[config.mk]
export PLATFORM = sky130hd
export DESIGN_NAME = mem_arbiter2
export DESIGN_NICKNAME = d
export VERILOG_FILES = /design/src/rtl/mem_arbiter2.sv
export SDC_FILE = /design/constraint.sdc
export NUM_CORES = 1
export LEC_CHECK = 0
export BUFFER_PORTS_ARGS = -buffer_cell sky130_fd_sc_hd__buf_4
export CORE_MARGIN = 2
export CORE_UTILIZATION = 43
export CTS_CLUSTER_SIZE = 40
export DETAILED_ROUTE_END_ITERATION = 16
export PLACE_DENSITY = 0.78
export SETUP_SLACK_MARGIN = 0.02
export SYNTH_ARGS = -nofsm -noshare
export SYNTH_HDL_FRONTEND = slang
export SYNTH_SLANG_ARGS = --single-unit
[constraint.sdc]
create_clock -name clk -period 1.89 [get_ports clk]
set_input_delay 0.189 -clock clk [delete_from_list [all_inputs] [get_ports clk]]
set_output_delay 0.189 -clock clk [all_outputs]
set_load 0.02 [all_outputs]
[src/rtl/mem_arbiter2.sv]
// Two-master arbiter for a picorv32-style native memory port: one transaction
// in flight, registered forwarding, round-robin or fixed priority, slave watchdog.
module mem_arbiter2 #(
    parameter int          PRIORITY       = 0,
    parameter int          TIMEOUT_CYCLES = 1024,
    parameter logic [31:0] TO_RDATA       = 32'hDEAD_BEEF
) (
    input  logic        clk,
    input  logic        resetn,
    input  logic        m0_valid,
    input  logic        m0_instr,
    input  logic [31:0] m0_addr,
    input  logic [31:0] m0_wdata,
    input  logic [3:0]  m0_wstrb,
    output logic        m0_ready,
    output logic [31:0] m0_rdata,
    input  logic        m1_valid,
    input  logic        m1_instr,
    input  logic [31:0] m1_addr,
    input  logic [31:0] m1_wdata,
    input  logic [3:0]  m1_wstrb,
    output logic        m1_ready,
    output logic [31:0] m1_rdata,
    output logic        s_valid,
    output logic        s_instr,
    output logic [31:0] s_addr,
    output logic [31:0] s_wdata,
    output logic [3:0]  s_wstrb,
    input  logic        s_ready,
    input  logic [31:0] s_rdata,
    output logic        grant,
    output logic        busy,
    output logic        timeout_err
);

    typedef enum logic [1:0] {IDLE = 2'd0, BUSY = 2'd1, DONE = 2'd2} state_t;

    localparam bit          WD_ON   = (TIMEOUT_CYCLES != 0);
    localparam logic [15:0] WD_LAST = 16'(TIMEOUT_CYCLES - 1);

    state_t      state;
    state_t      state_next;
    logic        last_grant;
    logic        winner;
    logic        expire;
    logic [15:0] watchdog;

    // DONE never samples requests, so the owner gets one edge to drop its valid.
    always_comb begin
        winner     = 1'b0;
        expire     = 1'b0;
        state_next = state;
        if (PRIORITY != 0)
            winner = ~m0_valid;
        else if (m0_valid && m1_valid)
            winner = ~last_grant;
        else
            winner = m1_valid;
        expire = WD_ON && (watchdog == WD_LAST);
        case (state)
            IDLE:    if (m0_valid || m1_valid) state_next = BUSY;
            BUSY:    if (s_ready || expire) state_next = DONE;
            DONE:    state_next = IDLE;
            default: state_next = IDLE;
        endcase
    end

    always_ff @(posedge clk or negedge resetn) begin
        if (!resetn)
            state <= IDLE;
        else
            state <= state_next;
    end

    always_ff @(posedge clk or negedge resetn) begin
        if (!resetn) begin
            s_valid     <= 1'b0;
            s_instr     <= 1'b0;
            s_addr      <= '0;
            s_wdata     <= '0;
            s_wstrb     <= '0;
            m0_ready    <= 1'b0;
            m1_ready    <= 1'b0;
            m0_rdata    <= '0;
            m1_rdata    <= '0;
            grant       <= 1'b0;
            last_grant  <= 1'b1;
            watchdog    <= '0;
            timeout_err <= 1'b0;
        end else begin
            m0_ready    <= 1'b0;
            m1_ready    <= 1'b0;
            timeout_err <= 1'b0;
            case (state)
                IDLE: begin
                    if (m0_valid || m1_valid) begin
                        s_valid    <= 1'b1;
                        s_instr    <= winner ? m1_instr : m0_instr;
                        s_addr     <= winner ? m1_addr  : m0_addr;
                        s_wdata    <= winner ? m1_wdata : m0_wdata;
                        s_wstrb    <= winner ? m1_wstrb : m0_wstrb;
                        grant      <= winner;
                        last_grant <= winner;
                        watchdog   <= '0;
                    end
                end
                BUSY: begin
                    if (s_ready) begin
                        s_valid <= 1'b0;
                        if (grant) begin
                            m1_rdata <= s_rdata;
                            m1_ready <= 1'b1;
                        end else begin
                            m0_rdata <= s_rdata;
                            m0_ready <= 1'b1;
                        end
                    end else if (expire) begin
                        s_valid     <= 1'b0;
                        timeout_err <= 1'b1;
                        if (grant) begin
                            m1_rdata <= TO_RDATA;
                            m1_ready <= 1'b1;
                        end else begin
                            m0_rdata <= TO_RDATA;
                            m0_ready <= 1'b1;
                        end
                    end else if (watchdog != 16'hFFFF) begin
                        watchdog <= watchdog + 16'd1;
                    end
                end
                default: ;
            endcase
        end
    end

    assign busy = (state != IDLE);

endmodule

---- Yosys cells after proc, flatten, opt, wreduce, memory -nomap -nowiden ----
Index checks and enable logic that the tools add are counted.
Widths: inputs -> output; s select.
word-level totals
  bits in registers ....................... 157
  input bits .............................. 175
  output and inout bits ................... 139
  word-level logic and storage cells ...... 75
cells by class
  $add $sub $neg .......................... 1
  eq/ne operators ......................... 9
  mux-type cells .......................... 36
  bitwise operators ....................... 2
  reductions and logical operators ........ 13
operator list
  kind                   number
  $mux 32                10
  $mux 16                4
  $pmux 16 s2            1
  $add 16x1->16 const B  1
  $eq 16x10->1 const B   1
  $mux 1                 16
  $ne 16x16->1 const B   1
  $ne 2x2->1 const B     5
  $reduce_and 3->1       3
  $reduce_bool 2->1      3
  $reduce_and 5->1       1
  $mux 2                 2
  $mux 4                 1
  $pmux 2 s2             1
  $reduce_and 2->1       2
  $ne 3x3->1 const B     1
  $eq 2x1->1 const B     1
  $logic_not 2->1        1
  $logic_or 1x1->1       2
  $not 1->1              2
  $pmux 1 s2             1
  $logic_and 1x1->1      1

---- Longest topological paths before layout ----
Gate-level depths: netlist of run 1.
  word-level depth ........................ 5
  mapped depth ............................ 8
  mapped depth without buffers ............ 6

---- Worst setup path before layout of run 1 ----
Ideal clock, no wire load.
  kind .................................... register to register
  from .................................... register watchdog[0]
  to ...................................... register watchdog[10]
  setup time .............................. 65 ps
  arrival ................................. 1,982 ps
  data required time ...................... 1,825 ps
  path slack .............................. -157 ps
  stages on the path, launching flop included .. 8
  buffers on the path ..................... 1
  clock period less this slack ............ 2,047 ps
  path through ............................ dfrtp_1 -> ha_1 -> and3_1 -> and4_4 -> or4_4 -> buf_6 -> nor4_1 -> o22a_1
between the ends
  longest elaborated chain between the ends .. 5
  elaborated cells between the ends (all ways) .. 10
  classes of those cells .................. add/sub (1); eq/ne (4); mux (4); reduce/logical (1)
ends and longest elaborated chain
  what                      line  RTL
  start: declaration        46    logic [15:0] watchdog;
  start signal: assignment  128   watchdog <= watchdog + 16'd1;
  $add 16x1->16             128
  $mux 16                   127   end else if (watchdog != 16'hFFFF) begin
  $mux 16                   117   end else if (expire) begin
  $mux 16                   108   if (s_ready) begin
  $pmux 16 s2               94    case (state)
Several ways; a longest one is shown, not always the timed one. The select of a mux whose other input is x is not followed.
A chain may end at the register's enable or synchronous reset.

---- Worst setup path in the final report of run 1 ----
  from .................................... register watchdog[0]
  to ...................................... register m1_rdata[5]
between the ends
  longest elaborated chain between the ends .. 3
ends and longest elaborated chain
  what                                line  RTL
  $eq 16x10->1                        59    expire = WD_ON && (watchdog == WD_LAST);
  $reduce_bool 2->1 (no source line)  -
  $reduce_and 3->1 (no source line)   -
  end signal: assignment              111   m1_rdata <= s_rdata;
  end: declaration                    23    output logic [31:0] m1_rdata,
Every way passes these cells.

==> results of run 1 <==
power breakdown:
part	total [mW]	leakage (nW)	switching, mW	internal (mW)
sequential	5.60	1.86	0.859	4.74
clock	3.44	0.286	1.41	2.03
combinational	8.31	3.20	4.62	3.69
worst reg2reg max path, cell delays in order, from the launching register on:
cell	delay, ps
dfrtp_1	390
ha_2	180
and3_4	190
buf_6	110
a41oi_4	290
nor3b_4	80
buf_4	140
buf_8	130
buf_16	140
a31oi_1	200
final timing paths:
kind                                          from                  endpoint  slack [ps]  cells after the start
max                        watchdog[0]$_DFFE_PN0P_   m1_rdata[5]$_DFFE_PN0P_         -70                      9
min                                     s_rdata[4]   m0_rdata[4]$_DFFE_PN0P_          20                      3
max reg2reg                watchdog[0]$_DFFE_PN0P_   m1_rdata[5]$_DFFE_PN0P_         -70                      9
min reg2reg                 s_wdata[8]$_DFFE_PN0P_    s_wdata[8]$_DFFE_PN0P_         480                      2
max in group asynchronous                   resetn   s_wdata[31]$_DFFE_PN0P_         920                      3
min in group asynchronous                   resetn  m0_rdata[19]$_DFFE_PN0P_         310                      2
state kept, by name (all words and copies together) (netlist names):
name / flops
timeout_err: 1
last_grant: 1
s_wdata: 32
m1_ready: 1
s_addr: 32
m0_ready: 1
state: 2
s_wstrb: 4
m1_rdata: 32
m0_rdata: 32
s_valid: 1
grant: 1
watchdog: 16
s_instr: 1
repair_timing:
action	4_1_cts	5_1_grt
resized for setup	14	68
pin swaps	12	20
setup buffers	8	6
hold buffers	6	0
setup endpoints to repair	76	79
gates cloned	5	10
hold endpoints to repair	58	0
logic make-up (layout without fill, tap and decap cells):
kind of cell,after synthesis,count (layout)
simple gates,196,197
compound gates,169,169
mux,70,70
buf+inv,95,457
xor+xnor,1,1
flops,157,157
fa+ha+maj,1,1
synthesized netlist by cell type (all sizes together):
| cell type | n | area, µm² |
|---|---|---|
| a211o | 4 | 35.0 |
| a21boi | 1 | 7.51 |
| a21o | 2 | 15.0 |
| a21oi | 3 | 15.0 |
| a22o | 1 | 8.76 |
| a31oi | 49 | 307 |
| a41oi | 1 | 16.3 |
| and3 | 6 | 38.8 |
| and4 | 2 | 22.5 |
| buf | 25 | 154 |
| clkbuf | 26 | 97.6 |
| dfrtp | 156 | 3900 |
| dfstp | 1 | 26.3 |
| ha | 1 | 12.5 |
| inv | 44 | 165 |
| mux2i | 70 | 701 |
| nand2 | 79 | 297 |
| nand2b | 1 | 6.26 |
| nand3 | 24 | 120 |
| nand4 | 6 | 37.5 |
| nor2 | 56 | 210 |
| nor2b | 2 | 12.5 |
| nor3 | 10 | 55.1 |
| nor3b | 1 | 12.5 |
| nor4 | 6 | 43.8 |
| nor4bb | 1 | 25.0 |
| o21a | 1 | 7.51 |
| o21ai | 97 | 485 |
| o22a | 8 | 70.1 |
| o31ai | 2 | 15.0 |
| or2b | 1 | 8.76 |
| or4 | 1 | 11.3 |
| xor2 | 1 | 8.76 |
cell type report:
type                    count  area share (%)
flip-flops and latches    157            35.6
repair buffers            382            29.0
multi-input cells         438            26.2
clock buffers              21            4.17
well taps                 216            2.45
inverters                  44            1.49
clock inverters            10            1.17
per-layer routing:
layer / global-route usage (%) / up-vias / part of all wire [%] / wire length, µm
met5: 0 / - / 0 / 0
met4: 10.3 / 0 / 4.0 / 900
met3: 6.13 / 59 / 7.2 / 1630
met2: 40.8 / 316 / 51 / 11500
met1: 28.9 / 3180 / 38 / 8450
li1: - / 3106 / - / -
==> results_dict.tcl, run 1 <==
set metrics [dict create \
    worstSetupEndpointType "flop" \
    gr-total-overflow 0 \
    finalPower_mw 17.3 \
    fp.dieArea_mm2 0.0172 \
    synth_xor_area_share_pct 0.126 \
    seq_area_frac_synth_pct 56.5 \
    crit_arrival_ps 2290 \
    ant_nets 0 \
    routed_wl_mm 22.5 \
    synth_top_family_by_area "compound AO/OA/AOI/OAI gates" \
    critical-path-slowest-cell "dfrtp_1" \
    fin_tns_setup_ps -547 \
    final_cell_mix "buf_4, dfrtp_1, o21ai_0" \
    cp_top_family "buffers and inverters" \
    grt_usage_pct 24.0 \
    clock_sinks 157 \
    multi_input_area_mm2 0.00290 \
    synth.area.mux_share_pct 10.1 \
    h-tree-depth 4 \
    layout_commonest_cell "buf_4" \
    skew_ps 8.47 \
    fill_cells 1202 \
    syn_to_final_growth_pct 59.0 \
    synthDistinctLibCells 39 \
    grt_pass1_wl_mm 32.6 \
    die_w_um 131 \
    routedWlPerCell_um 17.8 \
    crit_path_max_incr_delay_ps 390 \
    pin_count 314 \
    worstSetupStartpointType "flop" \
    numCtsBuffers 17 \
    synth_cells 689 \
    cp_num_buf_inv 4 \
    antenna_found_initial 0 \
    design_area_mm2 0.0111 \
    path_max_fanout 6 \
    synth-compound-area-share_pct 14.1 \
    numPortBuffers 313 \
    gp_congestion 0.819 \
    stdcell_count 1268 \
    drt_first_iter_violations 340 \
    die_h_um 131 \
    critPathKind "reg -> reg" \
    regArea_mm2 0.00393 \
    grt_max_degree 77 \
    status "finished, violations left" \
    first_global_vias 6314 \
    period_share_pct 103 \
    place_area_mm2 0.00974 \
    layout.nets 1216 \
    clockRootBuffer "clkbuf_16" \
    synth-adder-area-share_pct 0.180 \
    synth_warnings 0 \
    coreArea_mm2 0.0158 \
    slew_headroom_pct 58.6 \
    fin_crit_ps 1960 \
    tritoncts "yes" \
    ir_drop_mv 0.903 \
    p_per_area_mw_per_mm2 1570 \
    syn_area_per_cell_um2 10.1 \
    place_ws_ps -92.4 \
    dp.cells 1203 \
    hpwl_mm 14.8 \
    start_util_pct 43.9 \
    tightest_slew_ps 621 \
    synth_nets 865 \
    cellLeakagePower_nw 5.34 \
    synthSimpleGateAreaFrac_pct 13.0 \
    clock_path_buffers 2 \
    final_core_util_pct 69.8 \
    synth.ff_latch_count 157 \
    clkLatencyLatePin_ps 430 \
    drv_slew 0 \
    fmax_mhz 511 \
    cap_violations 0 \
    path_cells "ha_2, and3_4, buf_6, a41oi_4, nor3b_4, buf_4, buf_8, buf_16, a31oi_1" \
    drc_errors 0 \
    rsz0062_at_grt "yes" \
    hold_class "in -> reg" \
    routed_via_density 5.25 \
    setup_ws_ps -65.2 \
    path_clk_slew_ps 60 \
    dr_total_vias 6661 \
    syn_area_mm2 0.00695 \
    violations "setup timing" \
    dr.pass1.iters 5 \
    rows 46 \
    required_ps 2230 \
    finalSetupViolCount 19 \
    diodes 0 \
    drive_gt1_share_pct 43.9 \
    hold-worst-slack_ps 15.2 \
    final_hold_viol_count 0 \
]
Note: power is estimated with default switching activity, not from simulation.
==> run 2, diff against run 1 <==
Settings changed: ABC_AREA set to 1.
==> run 2 against run 1 <==
Effect of this change: the run now ends clean; core utilization shrank 5.6 points; power shrank 1.6%; register-to-register slack gained 230 ps; critical endpoint is now m0_rdata[29]$_DFFE_PN0P_; highest routed layer unchanged.
==> results_dict.tcl, run 2 <==
set metrics [dict create \
    status "finished, final reports clean" \
    hpwl_mm 15.2 \
    seq_area_frac_synth_pct 55.7 \
    tightest_slew_ps 714 \
    synthTopCellsByCount "nand2_1, dfrtp_1, o21ai_0, nor2_1, o21ai_2" \
    syn_to_final_growth_pct 45.3 \
    gp_congestion 0.890 \
    die_w_um 132 \
    coreArea_mm2 0.0159 \
    numPortBuffers 313 \
    fin_tns_setup_ps 0 \
    crit_end "m0_rdata[29]$_DFFE_PN0P_" \
    drive_gt1_share_pct 38.0 \
    synthDistinctLibCells 28 \
    crit_path_frequent_cell "nand2_2" \
    layout_commonest_cell "buf_4" \
    p_per_area_mw_per_mm2 1670 \
    rsz0062_at_grt "no" \
    synth_edf_count 0 \
    routed_wl_mm 21.1 \
    skew_ps 7.93 \
    multi_input_area_mm2 0.00279 \
    clock_path_buffers 2 \
    tritoncts "yes" \
    dr.pass1.iters 5 \
    path_clk_slew_ps 70 \
    async_flop_share_pct 100 \
    syn_area_mm2 0.00705 \
    place_area_mm2 0.00964 \
    routedWlPerCell_um 15.7 \
    gr-total-overflow 0 \
    dp.cells 1315 \
    fp.dieArea_mm2 0.0174 \
    fin_crit_ps 1730 \
    slew_headroom_pct 52.4 \
    fmax_mhz 580 \
    drc_errors 0 \
    synth_warnings 0 \
    hold-worst-slack_ps 20.6 \
    finalSetupViolCount 0 \
    clockRootBuffer "clkbuf_16" \
    first_global_vias 6422 \
    path_max_fanout 65 \
    drv_slew 0 \
    cap_violations 0 \
    synth_top_cell_by_area "dfrtp_1" \
    synth_cells 814 \
    dr_total_vias 6674 \
    yosysTopAreaCellShare_pct 55.4 \
    crit_arrival_ps 2030 \
    regArea_mm2 0.00393 \
    grt_max_degree 71 \
    pin_count 314 \
    drt_first_iter_violations 358 \
    period_share_pct 91.3 \
    clock_sinks 157 \
    die_h_um 132 \
    r2r_slack_ps 160 \
    final_hold_viol_count 0 \
    start_util_pct 44.2 \
    grt_usage_pct 24.2 \
    worstSetupStartpointType "flop" \
    critPathKind "reg -> reg" \
    yosysMostFrequentCell "nand2_1" \
    numCtsBuffers 17 \
    r2r_cells 9 \
    h-tree-depth 4 \
    layout.nets 1295 \
    cellLeakagePower_nw 5.12 \
    routed_via_density 4.95 \
    r2r_end "m0_rdata[29]$_DFFE_PN0P_" \
    ant_nets 0 \
    stdcell_count 1348 \
    r2r_start "watchdog[0]$_DFFE_PN0P_" \
    clkLatencyLatePin_ps 420 \
    startpoint "watchdog[0]$_DFFE_PN0P_" \
    antenna_found_initial 0 \
    critical-path-slowest-cell "dfrtp_1" \
    ir_drop_mv 0.780 \
    final_core_util_pct 64.2 \
    synth_nets 990 \
    worstSetupEndpointType "flop" \
    design_area_mm2 0.0102 \
    crit_path_max_incr_delay_ps 380 \
    ys_top_cells_by_area "dfrtp_1, nand2_1, o21ai_0" \
    fill_cells 1337 \
    syn_area_per_cell_um2 8.66 \
    required_ps 2190 \
    final_cell_mix "buf_4, nand2_1, dfrtp_1" \
    path_cells "ha_1, nand2_2, nor2_4, nand2_2, o21ai_4, nand3_2, buf_12, nand2_1, o21ai_2" \
    ys.flop_type "dfrtp_1" \
    synth.ff_latch_count 157 \
    rows 46 \
    diodes 0 \
    grt_pass1_wl_mm 33.6 \
    hold_class "in -> reg" \
]
run 2: power breakdown:
group | total, mW | internal, mW | switching (mW) | leakage (nW)
combinational | 8.06 | 3.23 | 4.83 | 2.90
sequential | 5.74 | 4.87 | 0.868 | 1.95
clock | 3.27 | 1.77 | 1.50 | 0.270
total | 17.1 | 9.87 | 7.20 | 5.12
run 2: what timing repair did:
action,4_1_cts,5_1_grt
endpoints found under the hold margin,36,0
buffers inserted,0,0
endpoints found under the setup margin,0,104
gates resized for setup,0,8
hold buffers,1,0
run 2: worst min-delay path by stage:
| stage | cells after the start | slack, ps | endpoint | from |
|---|---|---|---|---|
| floorplan | 0 | -110 | grant$_DFFE_PN0P_ | resetn |
| global placement | 1 | 130 | m0_rdata[11]$_DFFE_PN0P_ | resetn |
| detailed placement | 1 | 140 | m0_rdata[11]$_DFFE_PN0P_ | resetn |
| CTS | 3 | 7 | s_addr[22]$_DFFE_PN0P_ | m1_addr[22] |
| global route | 3 | 30 | s_wdata[17]$_DFFE_PN0P_ | m1_wdata[17] |
| finish | 3 | 20 | s_addr[22]$_DFFE_PN0P_ | m1_addr[22] |
run 2: per-stage QoR:
step / total power [mW] / worst slack, ps
finish: 17.1 / 165
floorplan: 10.2 / 247
global placement: 13.7 / 64.6
CTS: 17.2 / 74.4
detailed placement: 13.9 / 53.2
global route: 18.1 / 23.8
run 2: cells by family after synthesis:
group	Yosys count	synth area share [%]
flops	157	55.7
compound gates	229	18.8
buf+inv	74	5.36
simple gates	353	19.9
fa+ha+maj	1	0.177
run 2: critical path: cells and delay by family (launching register included):
family                   cells  cell delay, ps
adder cells (fa/ha/maj)      1             190
AND/OR/NAND/NOR              5             530
flip-flops                   1             380
buffers and inverters        1             220
AO/OA/AOI/OAI                2             240
run 2: area by class of cell:
cell class | instances | area share, %
clock inverter | 14 | 1.20
tap | 216 | 2.64
sequential | 157 | 38.4
inverter | 25 | 0.941
timing repair buffer | 335 | 25.3
clock buffer | 18 | 4.29
multi-input combinational | 583 | 27.2
run 2: layer usage:
metal | vias to the layer above | part of all wire, % | track usage, % | routed length, µm
met1 | 3084 | 40 | 30.0 | 8500
met5 | - | 0 | 0 | 0
met4 | 0 | 3.3 | 10.0 | 696
li1 | 3281 | - | - | -
met3 | 41 | 7.6 | 6.96 | 1610
met2 | 268 | 49 | 39.7 | 10300
